<file path="src/rtl/img_window_feeder.sv">
// Streaming 4x4 window generator: buffers the last three image rows and emits
// stride-2 4x4 windows as four packed 32-bit row words.
module img_window_feeder #(
   parameter int IMG_W = 16,
   parameter int IMG_H = 16
) (
   input  logic        clk,
   input  logic        rst,
   input  logic        pix_valid,
   output logic        pix_ready,
   input  logic [7:0]  pix_data,
   input  logic        pix_sof,
   output logic        win_valid,
   input  logic        win_ready,
   output logic [31:0] win_b0,
   output logic [31:0] win_b1,
   output logic [31:0] win_b2,
   output logic [31:0] win_b3,
   output logic [7:0]  win_x,
   output logic [7:0]  win_y,
   output logic        frame_done
);

   localparam int XW = (IMG_W > 1) ? $clog2(IMG_W) : 1;
   localparam logic [0:0] ST_IDLE   = 1'b0;
   localparam logic [0:0] ST_ACTIVE = 1'b1;
   localparam logic [7:0] X_LAST    = 8'(IMG_W - 1);
   localparam logic [7:0] Y_LAST    = 8'(IMG_H - 1);

   logic [0:0]    state_q, state_d;
   logic [7:0]    x_q, x_d, y_q, y_d;
   logic          frame_done_q, frame_done_d;
   logic          win_valid_q, win_valid_d;
   logic [7:0]    win_x_q, win_x_d, win_y_q, win_y_d;
   logic [31:0]   win_b_q [4];
   logic [31:0]   win_b_d [4];
   logic [23:0]   col_q [4];
   logic [23:0]   col_d [4];

   logic [7:0]    lb0_q [IMG_W];
   logic [7:0]    lb1_q [IMG_W];
   logic [7:0]    lb2_q [IMG_W];

   logic          pix_ready_s, acc_s, take_s, emit_s;
   logic [7:0]    wx_s, wy_s;
   logic [XW-1:0] idx_s;
   logic [7:0]    lb_rd_s [4];
   logic [31:0]   word_s [4];

   assign idx_s      = wx_s[XW-1:0];
   assign lb_rd_s[0] = lb0_q[idx_s];
   assign lb_rd_s[1] = lb1_q[idx_s];
   assign lb_rd_s[2] = lb2_q[idx_s];
   assign lb_rd_s[3] = pix_data;

   // Pixel position tracking; a sof pixel always restarts the frame at (0,0).
   always_comb begin
      pix_ready_s  = ~win_valid_q | win_ready;
      acc_s        = pix_valid & pix_ready_s;
      state_d      = state_q;
      x_d          = x_q;
      y_d          = y_q;
      take_s       = 1'b0;
      wx_s         = x_q;
      wy_s         = y_q;
      frame_done_d = 1'b0;
      if (acc_s && pix_sof) begin
         take_s  = 1'b1;
         wx_s    = 8'd0;
         wy_s    = 8'd0;
         x_d     = 8'd1;
         y_d     = 8'd0;
         state_d = ST_ACTIVE;
      end else begin
         case (state_q)
            ST_ACTIVE: begin
               if (acc_s) begin
                  take_s = 1'b1;
                  if (x_q == X_LAST) begin
                     x_d = 8'd0;
                     if (y_q == Y_LAST) begin
                        y_d          = 8'd0;
                        state_d      = ST_IDLE;
                        frame_done_d = 1'b1;
                     end else begin
                        y_d = y_q + 8'd1;
                     end
                  end else begin
                     x_d = x_q + 8'd1;
                  end
               end else begin
                  take_s = 1'b0;
               end
            end
            ST_IDLE: begin
               take_s = 1'b0;
            end
            default: begin
               state_d = ST_IDLE;
            end
         endcase
      end
   end

   // Column shift register and window output register next-state.
   always_comb begin
      emit_s = take_s & (wx_s >= 8'd3) & (wy_s >= 8'd3) & wx_s[0] & wy_s[0];
      for (int k = 0; k < 4; k++) begin
         word_s[k]  = {col_q[k], lb_rd_s[k]};
         col_d[k]   = take_s ? word_s[k][23:0] : col_q[k];
         win_b_d[k] = emit_s ? word_s[k] : win_b_q[k];
      end
      if (emit_s) begin
         win_valid_d = 1'b1;
         win_x_d     = (wx_s - 8'd3) >> 1;
         win_y_d     = (wy_s - 8'd3) >> 1;
      end else begin
         win_valid_d = win_valid_q & ~win_ready;
         win_x_d     = win_x_q;
         win_y_d     = win_y_q;
      end
   end

   // Control and output state registers.
   always_ff @(posedge clk or posedge rst) begin
      if (rst) begin
         state_q      <= ST_IDLE;
         x_q          <= 8'd0;
         y_q          <= 8'd0;
         frame_done_q <= 1'b0;
         win_valid_q  <= 1'b0;
         win_x_q      <= 8'd0;
         win_y_q      <= 8'd0;
         for (int k = 0; k < 4; k++) begin
            win_b_q[k] <= 32'd0;
            col_q[k]   <= 24'd0;
         end
      end else begin
         state_q      <= state_d;
         x_q          <= x_d;
         y_q          <= y_d;
         frame_done_q <= frame_done_d;
         win_valid_q  <= win_valid_d;
         win_x_q      <= win_x_d;
         win_y_q      <= win_y_d;
         for (int k = 0; k < 4; k++) begin
            win_b_q[k] <= win_b_d[k];
            col_q[k]   <= col_d[k];
         end
      end
   end

   // Line buffers roll column x up one row; contents are don't-care until refilled.
   always_ff @(posedge clk) begin
      if (take_s) begin
         lb0_q[idx_s] <= lb_rd_s[1];
         lb1_q[idx_s] <= lb_rd_s[2];
         lb2_q[idx_s] <= pix_data;
      end
   end

   assign pix_ready  = pix_ready_s;
   assign win_valid  = win_valid_q;
   assign win_b0     = win_b_q[0];
   assign win_b1     = win_b_q[1];
   assign win_b2     = win_b_q[2];
   assign win_b3     = win_b_q[3];
   assign win_x      = win_x_q;
   assign win_y      = win_y_q;
   assign frame_done = frame_done_q;

endmodule

</file>
<file path="config.mk">
export PLATFORM = sky130hd
export DESIGN_NAME = img_window_feeder
export DESIGN_NICKNAME = d
export VERILOG_FILES = /design/src/rtl/img_window_feeder.sv
export SDC_FILE = /design/constraint.sdc
export NUM_CORES = 1
export LEC_CHECK = 0
export CORE_UTILIZATION = 50
export CTS_BUF_LIST = sky130_fd_sc_hd__clkbuf_16
export DETAILED_ROUTE_END_ITERATION = 12
export GPL_ROUTABILITY_DRIVEN = 0
export PLACE_DENSITY_LB_ADDON = 0.12
export SLEW_MARGIN = 20
export SYNTH_ARGS = -nofsm -noshare
export SYNTH_HDL_FRONTEND = slang
export SYNTH_SLANG_ARGS = --single-unit
</file>
<file path="constraint.sdc">
create_clock -name clk -period 11.3 [get_ports clk]
set_input_delay 1.13 -clock clk [delete_from_list [all_inputs] [get_ports clk]]
set_output_delay 1.13 -clock clk [all_outputs]
set_load 0.03 [all_outputs]
</file>
==> results_dict.tcl, run 1 <==
set metrics [dict create \
    grtUsageMet2 0.371 \
    rsz0062_at_grt "no" \
    initial_utilization 0.507 \
    postCtsSetupRepairBufs 0 \
    placed_area_sq_um 27800 \
    antenna_left 0 \
    track_usage 0.238 \
    clkTransAtPathRegs_ns 0.06 \
    fp.dieW_microns 228 \
    peakVddDrop_v 0.000115 \
    finalHoldViolations 0 \
    dp_slack_ns 5.65 \
    io_buffers 157 \
    dp_hpwl_microns 37700 \
    worst_pin_slew_ns 1.05 \
    first_global_vias 15100 \
    finalSetupViolations 0 \
    cts_max_level 3 \
    rows 82 \
    ys_types 63 \
    endpoint_kind "register" \
    clk_path_buf_depth 3 \
    overflow 0 \
    fill_cells 3916 \
    grt_pass1_wl_microns 94300 \
    drtIter0Drc 1463 \
    crit_chain "clkdlybuf4s50_1, and2b_1, inv_2, a21oi_2, buf_4, ha_1, or4_4, and2_4, buf_4, mux2_2" \
    cp.required_ns 11.78 \
    synth-main-ff-cell "edfxtp_1" \
    arrival_ns 5.58 \
    startpoint_type "input port" \
    fin_nets 1921 \
    cts_resized 0 \
    die_h_microns 228 \
    num_vias 15300 \
    r2r-start "win_valid" \
    use_met1 0.346 \
    critPathSlowestCell "and2b_1" \
    drc 0 \
    path_class "input port to register" \
    vias_per_cell 5.81 \
    use_met3 0.0368 \
    clock_latency_ns 0.62 \
    pin_count 160 \
    max_freq_mhz 196 \
    critical_path.max_stage_delay_ns 0.75 \
    worstHoldStart "col_q[41]" \
    reg2reg_depth 9 \
    status "completed" \
    areaGrowthSynthToFinish_pct 17.5 \
    min_period_ns 5.10 \
    cpLargestDelayFamily "buffers and inverters" \
    reg2reg_slack_ns 6.88 \
    cts_tree "yes" \
    min_period_over_period 0.451 \
    grt-busiest-layer "met2" \
    antenna_found_initial 0 \
    cts_sinks 641 \
    worst_slack_ns 6.20 \
    min_path_cells 2 \
    holdWs_ns 0.469 \
    synthArstFlopShare 0.401 \
    wl_microns 61300 \
    finalClockSkew_ns 0.0306 \
    p_leak_nw 11.9 \
    min_to "col_q[41]" \
    grt_max_degree 92 \
    worstSetupPathDepth 10 \
    fin_tns_setup_ns 0 \
    drv_cap 0 \
    synth_cells 1753 \
    power_density_nw_per_um2 192 \
    synth_seq_area_share 0.704 \
    numCtsBuffers 68 \
    ys_seq_elements 641 \
    slew_headroom 0.299 \
    final_core_util 0.596 \
    wire_per_inst_microns 23.3 \
    hold_buffers 0 \
    cp_common_cell "buf_4" \
    crit_fanout 55 \
    final_layout_size_suffix_gt1_frac 0.170 \
    synth-edff-count 384 \
    avgSynthCellArea_sq_um 14.5 \
    drt_first_pass_iters 5 \
    ys_warn_count 0 \
    slew_violations 0 \
    cts_root_buffer "clkbuf_16" \
    die_area_sq_um 51900 \
    design_area_sq_um 30000 \
    hold_class "register to register" \
    core-area_sq_um 50300 \
    reg2reg_to "win_y[0]" \
    syn-cell-area_sq_um 25500 \
    worst-path-buf-inv 4 \
]
[routing by layer]
layer	part of all wire	up-vias	wire length, microns
met5	0	-	0
met4	0.021	0	1280
met3	0.055	71	3400
met2	0.47	467	28700
met1	0.46	7855	28000
li1	-	6878	-
[cell usage after synthesis (13+ instances only)]
cell       instances  area, sq um
a21oi_1           95          475
edfxtp_1         384        11500
nand2_1          268         1010
mux2i_1           83          831
and3_1            21          131
dfrtp_1          257         6430
o22ai_1           26          163
mux2_2           137         1540
nand3_1           13         65.1
mux2_4            15          225
clkbuf_1          71          267
a31oi_1           35          219
nor2_1            49          184
buf_2             21          105
nor3_1            14         70.1
o2bb2ai_1         24          210
o21ai_0           18         90.1
[cells by family (layout without fill, tap and decap cells)]
group                    after synthesis  in the layout  synth area share
AND/OR/NAND/NOR                      399            399            0.0669
other                                  1              3          0.000147
XOR/XNOR                              14             14           0.00481
AO/OA/AOI/OAI                        316            316            0.0864
flip-flops                           641            641             0.704
adder cells (fa/ha/maj)                7              7           0.00343
multiplexers                         246            246             0.112
buffers and inverters                129            330            0.0224
[flip-flops by register name, indices dropped and copies added (netlist names)]
| name | cells |
|---|---|
| win_b3 | 32 |
| win_b0 | 32 |
| win_x | 7 |
| y_q | 8 |
| lb0_q | 128 |
| win_b2 | 32 |
| frame_done | 1 |
| x_q | 8 |
| col_q | 96 |
| state_q | 1 |
| win_valid | 1 |
| win_b1 | 32 |
| lb1_q | 128 |
| lb2_q | 128 |
| win_y | 7 |
[final cells by class]
cell class	count	area (sq um)	area share
Antenna cell	1	2.50	0.0000835
Clock buffer	71	1780	0.0593
Clock inverter	53	412	0.0137
Inverter	15	63.8	0.00213
Multi-Input combinational cell	984	7060	0.236
Sequential cell	641	18000	0.600
Tap cell	672	841	0.0281
Timing Repair Buffer	191	1830	0.0612
[worst max-delay path by stage]
stage / start / endpoint / slack, ns
after floorplan: rst / col_q[0] / 3.10
after global placement: win_ready / win_y[1] / 5.76
after detailed placement: win_ready / win_y[0] / 5.65
after CTS: win_ready / win_y[0] / 6.28
after global routing: win_ready / win_b0[27] / 5.97
final: win_ready / win_y[0] / 6.20
[power breakdown]
group          internal, mW  total, mW  switching (mW)
Sequential             2.74       2.84           0.101
Clock                  1.28       2.18           0.905
Combinational         0.219      0.729           0.510
[worst reg2reg max path, cell delays in order, from the launching register on]
cell and delay [ns]:
dfrtp_1 0.43, and2b_1 0.67, inv_2 0.36, a21oi_2 0.21
buf_4 0.32, ha_1 0.32, or4_4 0.36, and2_4 0.42
buf_4 0.71, mux2_2 0.49
[layout by cell type, fill, tap and decap left out, types with 11 or more instances in the layout]
cell	instances
o21ai_0	18
edfxtp_1	384
o211ai_1	12
xnor2_1	12
o22ai_1	26
dfrtp_1	255
and3_1	15
o2bb2ai_1	24
inv_1	31
mux4_2	11
nand3_1	13
clkdlybuf4s50_1	157
a31oi_1	35
mux2_4	15
clkbuf_16	71
clkinv_1	13
mux2i_1	83
a22oi_1	12
buf_4	31
nand2_1	267
a21oi_1	94
mux2_2	137
nor2_1	48
[per-stage QoR]
stage                     std cells  power, mW
after global routing           2627       5.97
after floorplan                1754       3.32
after detailed placement       2502       3.61
after global placement         2502       3.59
after CTS                      2626       5.79
final                          2628       5.75
Note: power is estimated with default switching activity, not from simulation.
==> run 2: changes to the inputs <==
Clock period 11.3 ns to 4.5 ns, I/O delays scaled along.
==> run 2 against run 1 <==
  * Critical endpoint is now lb0_q[14][2]
  * Sequential share of layout area decreased by 0.54 points
  * Critical path depth is 4 lower
  * Worst hold slack lost 0.044 ns
  * Clock skew fell by 0.015 ns
  * Clock power increased by 140%
  * Global-route usage increased by 0.77 points
  * Setup slack got worse by 5.3 ns
  * Utilization up 0.55 points
  * Wire length increased by 2.9%
  * Critical path type is now register to register
  * Sequential power grew to 2.5 times the previous value
  * Register-to-register slack worse by 5.9 ns
==> results_dict.tcl, run 2 (synthesis gave the netlist of run 1 again) <==
set metrics [dict create \
    overflow 0 \
    min_period_over_period 0.792 \
    r2r-start "x_q[0]" \
    layout_common_cells "edfxtp_1, nand2_1, dfrtp_1, clkdlybuf4s50_1, mux2_2" \
    status "completed" \
    cp.required_ns 4.69 \
    worst_pin_slew_ns 1.08 \
    clk_path_buf_depth 3 \
    die_area_sq_um 51900 \
    reg2reg_to "lb0_q[14][2]" \
    grt_pass1_wl_microns 96500 \
    finalClockSkew_ns 0.0160 \
    slew_violations 0 \
    p_sw_mw 3.81 \
    largest_registers "lb0_q (128), lb1_q (128), lb2_q (128)" \
    wire_per_inst_microns 23.7 \
    reg2reg_depth 6 \
    power_density_nw_per_um2 474 \
    drtIter0Drc 1508 \
    num_vias 15600 \
    hold_buffers 0 \
    first_global_vias 15500 \
    clkTransAtPathRegs_ns 0.06 \
    io_buffers 157 \
    cts_sinks 641 \
    finalSetupViolations 0 \
    drt_first_pass_iters 5 \
    vias_per_cell 5.86 \
    clock_latency_ns 0.60 \
    cts_max_level 3 \
    seq_power_share 0.497 \
    path_class "register to register" \
    rows 82 \
    startpoint_type "register" \
    pin_count 160 \
    core-area_sq_um 50300 \
    crit_fanout 88 \
    max_freq_mhz 281 \
    postCtsSetupRepairBufs 0 \
    antenna_left 0 \
    grt_max_degree 135 \
    intPower_mw 10.5 \
    cts_tree "yes" \
    final_layout_size_suffix_gt1_frac 0.182 \
    arrival_ns 3.75 \
    die_h_microns 228 \
    dp_slack_ns 0.445 \
    worst_slack_ns 0.935 \
    min_period_ns 3.56 \
    reg2reg_slack_ns 0.94 \
    numCtsBuffers 68 \
    antenna_found_initial 1 \
    fin_tns_setup_ns 0 \
    slew_headroom 0.278 \
    mostFrequentLayoutCell "edfxtp_1" \
    clockPowerShare 0.368 \
    fill_cells 3900 \
    fp.dieW_microns 228 \
    drc 0 \
    endpoint_kind "register" \
    cts_resized 0 \
    hold_class "input port to async pin" \
    dp_hpwl_microns 38800 \
    antenna_cells 0 \
    finalHoldViolations 0 \
    drv_cap 0 \
    wl_microns 63100 \
    cts_root_buffer "clkbuf_16" \
    areaGrowthSynthToFinish_pct 18.6 \
    combPwrFrac 0.135 \
    p_sw_frac 0.266 \
    peakVddDrop_v 0.000308 \
    track_usage 0.246 \
    fin_nets 1956 \
    p_leak_nw 12.0 \
    rsz0062_at_grt "no" \
    initial_utilization 0.507 \
]
-- run 2: critical path, stage by stage (launching register included) --
cell and delay (ns):
dfrtp_4 0.63, buf_12 0.43, mux2_2 0.40, a2111oi_0 0.62
a311oi_1 0.18, o211ai_1 0.43, nand2_1 0.44
-- run 2: worst max-delay path by stage --
stage	start	endpoint	slack (ns)	cells after the start
global route	x_q[0]	lb0_q[5][2]	0.68	6
floorplan	pix_sof	lb0_q[11][0]	0.44	8
global placement	pix_sof	col_q[77]	0.58	6
finish	x_q[0]	lb0_q[14][2]	0.94	6
CTS	x_q[0]	lb0_q[14][2]	0.84	6
detailed placement	pix_sof	col_q[72]	0.45	6
-- run 2: final cells by class --
type | instances | area (sq um) | area share
timing repair buffer | 226 | 2200 | 0.0728
tap | 672 | 841 | 0.0278
multi-input combinational | 984 | 7050 | 0.233
clock inverter | 53 | 358 | 0.0118
inverter | 15 | 60.1 | 0.00199
sequential | 641 | 18000 | 0.594
clock buffer | 70 | 1750 | 0.0579
-- run 2: per-stage QoR --
step / util / std cells / cell area [sq um] / power [mW] / hold slack, ns
floorplan: - / 1754 / 25500 / 8.33 / 0.440
global placement: 0.559 / 2537 / 28100 / 9.13 / 0.455
detailed placement: 0.559 / 2537 / 28100 / 9.17 / 0.458
CTS: 0.601 / 2660 / 30200 / 14.5 / 0.462
global route: 0.601 / 2661 / 30200 / 14.9 / 0.491
finish: 0.601 / 2661 / 30200 / 14.3 / 0.424
-- run 2: per-layer routing --
layer  vias to the layer above  wire [microns]  GRT usage
met2                       621           29600      0.381
met5                         -               0          0
met3                       117            4280     0.0398
li1                       6941               -          -
met4                         0            1490     0.0726
met1                      7916           27700      0.359
-- run 2: power groups by stage --
stage                     clock (mW)  combinational (mW)  sequential [mW]
final                           5.27                1.94             7.12
after global routing            5.63                2.10             7.16
after CTS                       5.40                1.95             7.12
after detailed placement           0                1.94             7.24
after global placement             0                1.90             7.23
after floorplan                    0                1.18             7.14
==> run 3: changes to the inputs <==
Clock period 4.5 ns to 3 ns, I/O delays scaled along.
==> run 3 against run 2 <==
  * Utilization grew 2.3 points
  * Largest power group unchanged
  * Setup slack lost 0.67 ns
  * Non-clock buffer count increased by 85
  * Count of clock-buffer cells in the layout grew 2
  * Largest cell class unchanged
  * Clock power grew 59%
  * Critical path depth is 3 higher
  * Total power up 57%
  * Design area is 3.9% higher
  * Via count increased by 0.99%
  * Highest routed layer unchanged
==> results_dict.tcl, run 3 (synthesis gave the netlist of run 1 again) <==
set metrics [dict create \
    critPathSlowestCell "dfrtp_2" \
    worst_pin_slew_ns 0.905 \
    crit_chain "inv_1, buf_4, nand2_1, o21ai_0, buf_4, a221oi_1, buf_4, nand2_1, buf_12" \
    fp.dieW_microns 228 \
    p_leak_nw 12.6 \
    die_h_microns 228 \
    die_area_sq_um 51900 \
    cts_root_buffer "clkbuf_16" \
    cp.required_ns 3.34 \
    finalClockSkew_ns 0.0190 \
    io_buffers 157 \
    status "completed" \
    hold_class "register to register" \
    antenna_left 0 \
    grt_pass1_wl_microns 97200 \
    multiInputGateArea_sq_um 7070 \
    seqCellArea_sq_um 18000 \
    layout_common_cells "edfxtp_1, nand2_1, dfrtp_1, clkdlybuf4s50_1, mux2_2" \
    cp_common_cell "buf_4" \
    first_global_vias 15800 \
    drt_first_pass_iters 6 \
    rows 82 \
    initial_utilization 0.507 \
    power_density_nw_per_um2 718 \
    wire_per_inst_microns 23.0 \
    grt_max_degree 73 \
    mostFrequentLayoutCell "edfxtp_1" \
    track_usage 0.247 \
    slew_violations 0 \
    cts_max_level 3 \
    postCtsSetupRepairBufs 0 \
    clkTransAtPathRegs_ns 0.06 \
    path_class "register to register" \
    final_core_util 0.625 \
    pin_count 160 \
    endpoint_kind "register" \
    critical_path.max_stage_delay_ns 0.72 \
    fill_cells 3793 \
    min_period_over_period 0.910 \
    drc 0 \
    max_freq_mhz 366 \
    dp_cells 2622 \
    arrival_ns 3.07 \
    cts_tree "yes" \
    antenna_found_initial 0 \
    fin_nets 2041 \
    worst_slack_ns 0.270 \
    rsz0062_at_grt "no" \
    slew_headroom 0.395 \
    dp_hpwl_microns 40900 \
    drv_cap 0 \
    finalHoldViolations 0 \
    core-area_sq_um 50300 \
    min_period_ns 2.73 \
    design_area_sq_um 31400 \
    finalSetupViolations 0 \
    largest_registers "lb0_q (128), lb1_q (128), lb2_q (128)" \
    holdWs_ns 0.473 \
    crit_fanout 16 \
    cts_sinks 641 \
    dp_slack_ns -0.0263 \
    overflow 0 \
    clock_latency_ns 0.60 \
    startpoint_type "register" \
    areaGrowthSynthToFinish_pct 23.2 \
    peakVddDrop_v 0.000532 \
    final_layout_size_suffix_gt1_frac 0.219 \
    placed_area_sq_um 29200 \
    numCtsBuffers 68 \
    clk_path_buf_depth 3 \
    vias_per_cell 5.75 \
    wl_microns 63000 \
    final_cell_count_no_fill 2741 \
    num_vias 15700 \
    drtIter0Drc 1523 \
]
## run 3: cell count changes in the layout (fill, tap and decap cells not counted), sizes merged
cell         change
clkinvlp         +2
clkinv           -2
buf             +85
diode            +1
inv             -13
clkbuf           +1
dlygate4sd3      +1
bufinv           +5
## run 3: final cells by class
cell class | instances | area share
diodes | 1 | 0.0000797
clock buffers | 72 | 0.0574
clock inverters | 45 | 0.0139
inverters | 15 | 0.00191
multi-input cells | 984 | 0.225
flip-flops and latches | 641 | 0.572
well taps | 672 | 0.0268
repair buffers | 311 | 0.103
## run 3: per-layer routing
metal  global-route usage  share of wire
met1                0.357           0.45
met2                0.390           0.48
met3               0.0381          0.053
met4               0.0665          0.019
met5                    0              0
## run 3: critical path, delay by kind of cell, from the launching register on
family	cells	cell delay [ns]
AND/OR/NAND/NOR	2	0.24
flip-flops	1	0.72
AO/OA/AOI/OAI	2	0.55
buffers and inverters	5	0.94
## run 3: path summary, 6_finish.rpt
kind | from | endpoint | slack, ns | cells past startpoint
hold reg to reg | col_q[43] | col_q[43] | 0.47 | 2
min in group asynchronous | rst | win_b2[30] | 0.58 | 3
hold / removal | col_q[43] | col_q[43] | 0.47 | 2
setup reg to reg | x_q[1] | lb0_q[5][0] | 0.27 | 9
setup / recovery | x_q[1] | lb0_q[5][0] | 0.27 | 9
max in group asynchronous | rst | win_b1[4] | 1.63 | 4
## run 3: metrics by stage
| stage | TNS [ns] | power, mW |
|---|---|---|
| 2_1_floorplan | -176.47 | 12.5 |
| 3_3_place_gp | 0 | 14.2 |
| 3_5_place_dp | -0.435 | 14.3 |
| 4_1_cts | 0 | 22.7 |
| 5_1_grt | 0 | 23.4 |
| 6_report | 0 | 22.5 |
## run 3: power by group
group	total, mW	switching, mW	internal, mW
Sequential	10.7	0.363	10.3
Clock	8.38	3.29	5.09
Combinational	3.50	2.14	1.36
Total	22.5	5.80	16.8
## run 3: timing repair
| item | 4_1_cts | 5_1_grt |
|---|---|---|
| gates resized for setup | 0 | 0 |
| hold buffers | 1 | 0 |
| endpoints found under the hold margin | 2 | 0 |
